File: config.mk
export PLATFORM = sky130hd
export DESIGN_NAME = c17_bist_ctrl
export DESIGN_NICKNAME = d
export VERILOG_FILES = /design/src/rtl/c17_bist_pkg.sv /design/src/rtl/c17_bist_ctrl_misr.sv /design/src/rtl/c17_bist_ctrl.sv
export SDC_FILE = /design/constraint.sdc
export NUM_CORES = 1
export LEC_CHECK = 0
export ABC_AREA = 1
export ABC_CLOCK_PERIOD_IN_PS = 4700
export CORE_MARGIN = 2
export CORE_UTILIZATION = 50
export DETAILED_ROUTE_END_ITERATION = 7
export PLACE_DENSITY = 0.8
export SLEW_MARGIN = 5
export SYNTH_ARGS = -nofsm -noshare
export SYNTH_HDL_FRONTEND = slang
export SYNTH_SLANG_ARGS = --single-unit
File: constraint.sdc
create_clock -name clk -period 4.7 [get_ports clk]
set_clock_uncertainty 0.05 [all_clocks]
set_input_delay 1.41 -clock clk [delete_from_list [all_inputs] [get_ports clk]]
set_output_delay 1.41 -clock clk [all_outputs]
set_load 0.02 [all_outputs]
File: src/rtl/c17_bist_pkg.sv
// Shared types and constants for the c17 BIST controller: FSM states, LFSR/MISR
// polynomials and the bit ordering of the c17 pins on the pattern/response buses.
package c17_bist_pkg;

  typedef enum logic [2:0] {
    S_IDLE,
    S_APPLY,
    S_CAPTURE,
    S_COMPARE,
    S_DONE
  } bist_state_t;

  localparam logic [7:0] MISR_POLY   = 8'h1D;
  localparam int         LFSR_TAP_HI = 4;
  localparam int         LFSR_TAP_LO = 2;

  // c17_pin_map: tpg_out = {N7,N6,N3,N2,N1}, resp_in = {N23,N22}
  localparam int C17_PIN_N1  = 0;
  localparam int C17_PIN_N2  = 1;
  localparam int C17_PIN_N3  = 2;
  localparam int C17_PIN_N6  = 3;
  localparam int C17_PIN_N7  = 4;
  localparam int C17_PIN_N22 = 0;
  localparam int C17_PIN_N23 = 1;

  function automatic logic [4:0] lfsr_next(input logic [4:0] q);
    return {q[3:0], q[LFSR_TAP_HI] ^ q[LFSR_TAP_LO]};
  endfunction

  // An all-zero LFSR would lock up, so a zero seed falls back to 1.
  function automatic logic [4:0] sanitise_seed(input logic [4:0] s);
    return (s == 5'd0) ? 5'd1 : s;
  endfunction

endpackage

File: src/rtl/c17_bist_ctrl_misr.sv
// 8-bit multiple-input signature register (x^8+x^4+x^3+x^2+1) folding in the
// two c17 response bits on each enabled cycle.
module bist_misr
  import c17_bist_pkg::*;
(
  input  logic       i_clk,
  input  logic       i_rst,
  input  logic       i_clr,
  input  logic       i_en,
  input  logic [1:0] i_din,
  output logic [7:0] o_sig
);

  logic [7:0] r_sig;

  always_ff @(posedge i_clk) begin
    if (i_rst || i_clr) begin
      r_sig <= 8'h00;
    end else if (i_en) begin
      r_sig <= {r_sig[6:0], 1'b0} ^ (r_sig[7] ? MISR_POLY : 8'h00) ^ {6'b0, i_din};
    end
  end

  assign o_sig = r_sig;

endmodule

File: src/rtl/c17_bist_ctrl.sv
// BIST controller for c17: LFSR pattern source, MISR response compaction and a
// final compare against a golden signature.
module c17_bist_ctrl
  import c17_bist_pkg::*;
#(
  parameter int         N_PATTERNS = 31,
  parameter logic [4:0] LFSR_SEED  = 5'b00001,
  parameter logic [7:0] GOLDEN_SIG = 8'h00
) (
  input  logic       clk,
  input  logic       rst,
  input  logic       start,
  output logic [4:0] tpg_out,
  input  logic [1:0] resp_in,
  output logic       busy,
  output logic       done,
  output logic       pass,
  output logic [7:0] signature,
  output logic [7:0] pattern_cnt
);

  localparam logic [4:0] SEED  = sanitise_seed(LFSR_SEED);
  localparam logic [8:0] N_PAT = 9'(N_PATTERNS);

  bist_state_t r_state;
  bist_state_t w_state_next;
  logic        r_launch;
  logic [4:0]  r_lfsr;
  logic [7:0]  r_cnt;
  logic        r_pass;
  logic [7:0]  w_sig;
  logic [1:0]  w_resp;
  logic        w_busy;
  logic        w_accept;
  logic        w_capture;
  logic        w_last;

  // r_launch marks the cycle between an accepted start and the first APPLY;
  // the run counts as busy from then on.
  assign w_busy    = r_launch || (r_state inside {S_APPLY, S_CAPTURE, S_COMPARE});
  assign w_accept  = start && !w_busy;
  assign w_capture = (r_state == S_CAPTURE);
  assign w_last    = ({1'b0, r_cnt} + 9'd1) == N_PAT;
  assign w_resp    = {resp_in[C17_PIN_N23], resp_in[C17_PIN_N22]};

  always_ff @(posedge clk) begin
    if (rst) begin
      r_state <= S_IDLE;
    end else begin
      r_state <= w_state_next;
    end
  end

  always_comb begin
    w_state_next = r_state;
    case (r_state)
      S_IDLE, S_DONE: begin
        if (r_launch) w_state_next = (N_PATTERNS == 0) ? S_COMPARE : S_APPLY;
      end
      S_APPLY:   w_state_next = S_CAPTURE;
      S_CAPTURE: w_state_next = w_last ? S_COMPARE : S_APPLY;
      S_COMPARE: w_state_next = S_DONE;
      default:   w_state_next = S_IDLE;
    endcase
  end

  always_ff @(posedge clk) begin
    if (rst) begin
      r_launch <= 1'b0;
      r_lfsr   <= SEED;
      r_cnt    <= 8'd0;
      r_pass   <= 1'b0;
    end else begin
      r_launch <= w_accept;
      if (w_accept) begin
        r_cnt  <= 8'd0;
        r_pass <= 1'b0;
      end else if (w_capture) begin
        r_cnt <= r_cnt + 8'd1;
        // Holding the last pattern keeps tpg_out at the final driven value.
        if (!w_last) r_lfsr <= lfsr_next(r_lfsr);
      end else if (r_state == S_COMPARE) begin
        r_pass <= (w_sig == GOLDEN_SIG);
      end
      if (r_launch) r_lfsr <= SEED;
    end
  end

  bist_misr u_misr (
    .i_clk (clk),
    .i_rst (rst),
    .i_clr (w_accept),
    .i_en  (w_capture),
    .i_din (w_resp),
    .o_sig (w_sig)
  );

  assign tpg_out     = r_lfsr;
  assign busy        = w_busy;
  assign done        = (r_state == S_DONE) && !r_launch;
  assign pass        = r_pass;
  assign signature   = w_sig;
  assign pattern_cnt = r_cnt;

endmodule
==> results of run 1 <==
-- area by class of cell --
cell class,instances,area [um^2],area share [%]
repair buffers,29,288,18.1
well taps,30,37.5,2.36
inverters,17,63.8,4.01
flip-flops and latches,26,520,32.7
clock buffers,4,36.3,2.28
multi-input cells,121,647,40.6
-- cell usage in the layout, fill, tap and decap left out, drive strengths merged --
master         count
ha                 2
nand3b             1
o21bai             1
nand3             13
nor4               2
a211oi             4
dfxtp             26
clkbuf             4
buf                1
inv               17
nand2             36
xor2               3
a21oi             15
nor3               2
o21ai              8
or2                1
clkdlybuf4s50     28
nand4              1
xnor2              5
nor2              27
-- per-stage QoR --
stage	instances	cell area, um^2
after floorplan	170	1260
after global placement	223	1560
after detailed placement	223	1560
after CTS	227	1590
after global routing	227	1590
final	227	1590
-- path summary, 6_finish.rpt --
check	startpoint	endpoint	slack, ps	cells after the start
setup / recovery	r_state[0]$_SDFFE_PP0P_	done	1380	6
setup reg to reg	pattern_cnt[1]$_SDFFE_PP0P_	tpg_out[2]$_SDFFE_PP0P_	3000	8
hold / removal	pass$_SDFFE_PP0P_	pass$_SDFFE_PP0P_	440	2
hold reg to reg	pass$_SDFFE_PP0P_	pass$_SDFFE_PP0P_	440	2
-- worst max-delay path, stage by stage (launching register included) --
cell and delay [ps]:
dfxtp_1 360, nor2_1 110, inv_1 50, nor2_1 240, nand2_1 120, inv_1 70, clkdlybuf4s50_1 590
-- power breakdown --
group | leakage [nW] | internal, mW | switching (mW)
logic | 0.348 | 0.0424 | 0.0588
registers | 0.210 | 0.232 | 0.0116
clock network | 0.0210 | 0.0474 | 0.0659
-- sequential cells by signal, indices dropped and copies added (netlist names) --
register and flops:
pattern_cnt 8, r_state 3, r_launch 1, pass 1, tpg_out 5, u_misr.o_sig 8
-- routing by layer --
metal / wire (um) / GRT usage [%]
met5: 0 / 0
met3: 89 / 3.61
met1: 1230 / 25.9
met4: 34 / 9.58
met2: 1240 / 31.1
-- cell families after synthesis --
family,count (synthesis),share of synthesized area (%)
adder cells (fa/ha/maj),2,1.99
XOR/XNOR,8,5.57
AO/OA/AOI/OAI,28,12.1
buffers and inverters,23,7.16
AND/OR/NAND/NOR,83,31.7
flip-flops,26,41.4
==> results.json, run 1 <==
{
  "outcome": "finished, final reports clean",
  "syn-instance-count": 170,
  "holdWs_ps": 436,
  "dieArea_mm2": 0.00293,
  "grt_first_pass_wirelength_mm": 4.25,
  "cts_tree": "built",
  "drive_above_1_share_pct": 8.12,
  "yosys_warnings": 0,
  "die_width_um": 54.2,
  "layout_min_cycle_time_ps": 3320,
  "routed_wl_mm": 2.59,
  "hold_path_class": "reg2reg",
  "synth_flop_cell": "dfxtp_1",
  "antenna_found_initial": 0,
  "finalSetupViolCount": 0,
  "power_mw": 0.458,
  "cts_sinks": 26,
  "grtUsageTotal_pct": 19.8,
  "ant_nets": 0,
  "worstMarginPinSlew_ps": 418,
  "crit_fanout": 4,
  "rows": 18,
  "report.final.slew_viol_count": 0,
  "die_y_um": 54.2,
  "diodes": 0,
  "ctsHtreeMaxLevel": 1,
  "place_ws_ps": 1750,
  "ys_types": 27,
  "ctsResizeCount": 0,
  "synth_enable_flop_cells": 0,
  "ir_drop_mv": 0.186,
  "io_buffers": 28,
  "clkSlewWorstSetupHoldPaths_ps": 140,
  "ys_ff_latch": 26,
  "clock_latency_ps": 320,
  "cts_hold_buf": 0,
  "power_density_mw_per_mm2": 288,
  "setup_tns_ps": 0,
  "io_pins": 29,
  "nets": 205,
  "synthArstFlopShare_pct": 0,
  "grt_start_max_net_pins": 32,
  "clockRootBuffer": "clkbuf_4",
  "yosysTopAreaCell": "dfxtp_1",
  "arrival_ps": 1860,
  "place.gp.congestion": 0.677,
  "synth.yosys.seq_area_share_pct": 41.4,
  "clock.fmax_mhz": 301,
  "postCtsSetupBuffers": 0,
  "avgSynthCellArea_um2": 7.40,
  "drc": 0,
  "grt.overflow.total": 0,
  "hpwl_mm": 1.89,
  "startpoint_type": "register",
  "cts_inserted_buffers": 3,
  "routed_via_density": 5.05,
  "initial_utilization_pct": 51.7,
  "slew-limit-headroom_pct": 72.1,
  "end_kind": "output port",
  "clock_path_buffers": 2,
  "finalHoldViolCount": 0,
  "final_util_pct": 65.5,
  "maxCapViolations": 0,
  "crit_type": "reg2out",
  "power.leakage_nw": 0.579,
  "synth.most_common_cell": "nand2_1",
  "final.period_utilization_pct": 70.7,
  "area_growth_pct": 26.7,
  "num_vias": 1146,
  "worst_slack_ps": 1380,
  "fp.coreArea_mm2": 0.00243,
  "wl_per_cell_um": 11.4,
  "synthesis.nets": 177,
  "grt_pass1_vias": 1038,
  "synth.top_cells.by_count": "35 x nand2_1, 26 x dfxtp_1, 21 x nor2_1, 16 x inv_1, 15 x a21oi_1",
  "worst_ep_required_time_ps": 3240,
  "synth_top_area_share_pct": 41.4,
  "synth.cell_area_mm2": 0.00126,
  "synth_area_leaders": "dfxtp_1 41%, nand2_1 10%, nor2_1 6.3%, a21oi_1 6.0%, inv_1 4.8%",
  "first_iter_violations": 18,
  "first_pass_iters": 4,
  "grt_setup_unrepaired": "no",
  "n_fill_cell": 210
}
(Power assumes the default switching activity.)
==> run 2, diff against run 1 <==
--- a/config.mk
+++ b/config.mk
@@ -6,11 +6,11 @@
 export NUM_CORES = 1
 export LEC_CHECK = 0
 export ABC_AREA = 1
-export ABC_CLOCK_PERIOD_IN_PS = 4700
+export ABC_CLOCK_PERIOD_IN_PS = 3500
 export CORE_MARGIN = 2
-export CORE_UTILIZATION = 50
+export CORE_UTILIZATION = 49
 export DETAILED_ROUTE_END_ITERATION = 7
-export PLACE_DENSITY = 0.8
+export PLACE_DENSITY = 0.78
 export SLEW_MARGIN = 5
 export SYNTH_ARGS = -nofsm -noshare
 export SYNTH_HDL_FRONTEND = slang
==> constraint.sdc (replaced) <==
create_clock -name clk -period 3.5 [get_ports clk]
set_clock_uncertainty 0.05 [all_clocks]
set_input_delay 1.05 -clock clk [delete_from_list [all_inputs] [get_ports clk]]
set_output_delay 1.05 -clock clk [all_outputs]
set_load 0.02 [all_outputs]
==> results.json, run 2 (synthesis gave the netlist of run 1 again) <==
{
  "dp.cells": 223,
  "hold_depth": 2,
  "finalHoldViolCount": 0,
  "drc": 0,
  "cts_sinks": 26,
  "power.leakage_nw": 0.586,
  "grt_setup_unrepaired": "no",
  "critPathSlowestCell": "clkdlybuf4s50_1",
  "place_ws_ps": 894,
  "first_pass_iters": 4,
  "diodes": 0,
  "postCtsSetupBuffers": 0,
  "grt_start_max_net_pins": 32,
  "report.final.slew_viol_count": 0,
  "die_width_um": 54.7,
  "clock_path_buffers": 2,
  "clock.fmax_mhz": 336,
  "worst_slack_ps": 521,
  "area_growth_pct": 28.0,
  "final.period_utilization_pct": 85.1,
  "hold_path_class": "reg2reg",
  "wl_per_cell_um": 11.6,
  "timing.critical_path.cells": "nor2_1, inv_1, nor2_1, nand2_1, inv_1, clkdlybuf4s50_1",
  "dieArea_mm2": 0.00299,
  "dr_wl_met3_um": 97,
  "worst_ep_required_time_ps": 2400,
  "num_vias": 1164,
  "routed_via_density": 5.13,
  "hpwl_mm": 1.93,
  "outcome": "finished, final reports clean",
  "end_kind": "output port",
  "holdWs_ps": 443,
  "ctsHtreeMaxLevel": 1,
  "nets": 205,
  "ant_nets": 0,
  "final_common_cell": "nand2_1",
  "initial_utilization_pct": 51.2,
  "routed_wl_mm": 2.63,
  "grtUsageTotal_pct": 19.7,
  "startpoint_type": "register",
  "fin_cells": 227,
  "ctsResizeCount": 0,
  "grt_first_pass_wirelength_mm": 4.29,
  "die_y_um": 54.7,
  "drive_above_1_share_pct": 8.12,
  "cts_hold_buf": 0,
  "maxCapViolations": 0,
  "cts_inserted_buffers": 3,
  "layout_common_cells": "35 x nand2_1, 28 x clkdlybuf4s50_1, 26 x dfxtp_1",
  "layout_min_cycle_time_ps": 2980,
  "reg2reg_depth": 8,
  "crit_fanout": 4,
  "finalSetupViolCount": 0,
  "grt_pass1_vias": 982,
  "clkSlewWorstSetupHoldPaths_ps": 140,
  "clock_latency_ps": 320,
  "setup_tns_ps": 0,
  "arrival_ps": 1880,
  "power_density_mw_per_mm2": 417,
  "first_iter_violations": 31,
  "worstMarginPinSlew_ps": 411,
  "routed-wl-met2_mm": 1.27,
  "ir_drop_mv": 0.271,
  "clockRootBuffer": "clkbuf_4",
  "slew-limit-headroom_pct": 72.6,
  "crit_type": "reg2out",
  "place.gp.congestion": 0.758,
  "cts_tree": "built",
  "rows": 18,
  "critPathMaxStageDelay_ps": 590,
  "grt.overflow.total": 0,
  "top_layer": "met4",
  "antenna_found_initial": 0,
  "io_buffers": 28,
  "fp.coreArea_mm2": 0.00245,
  "io_pins": 29,
  "drt-met1-wl_mm": 1.23,
  "power_mw": 0.671
}
## run 2: cell types whose count changed in the layout (fill, tap and decap cells not counted)
| cell | change |
|---|---|
| clkbuf_8 | -1 |
| bufinv_16 | +1 |
## run 2: power breakdown
part	internal (mW)	switching [mW]
Sequential	0.312	0.0158
Combinational	0.0569	0.0790
Clock	0.116	0.0914
Total	0.485	0.186
## run 2: final cells by class
type / instances / area, um^2
Clock buffer: 3 / 22.5
Clock inverter: 1 / 30.0
Fill cell: 227 / 846
Inverter: 17 / 63.8
Multi-Input combinational cell: 121 / 647
Sequential cell: 26 / 520
Tap cell: 30 / 37.5
Timing Repair Buffer: 29 / 288
## run 2: worst max-delay path: cells and delay by family, from the launching register on
kind / cells / cell delay, ps
AND/OR/NAND/NOR: 3 / 480
buffers and inverters: 3 / 720
flip-flops: 1 / 360
## run 2: path summary, 6_finish.rpt
kind                                                  start  slack, ps                      end
worst max-delay path                r_state[0]$_SDFFE_PP0P_        520                     done
worst min-delay path                      pass$_SDFFE_PP0P_        440        pass$_SDFFE_PP0P_
worst max register to register  pattern_cnt[1]$_SDFFE_PP0P_       1790  tpg_out[3]$_SDFFE_PP0P_
worst min register to register            pass$_SDFFE_PP0P_        440        pass$_SDFFE_PP0P_
## run 2: through the flow
stage | instance area (um^2) | util, %
floorplan | 1260 | -
global placement | 1560 | 63.4
detailed placement | 1560 | 63.4
CTS | 1610 | 65.5
global route | 1610 | 65.5
finish | 1610 | 65.5
## run 2: per-layer routing
metal	global-route usage (%)	vias up
li1	-	600
met1	27.6	538
met2	30.6	22
met3	2.46	4
met4	7.50	0
met5	0	-
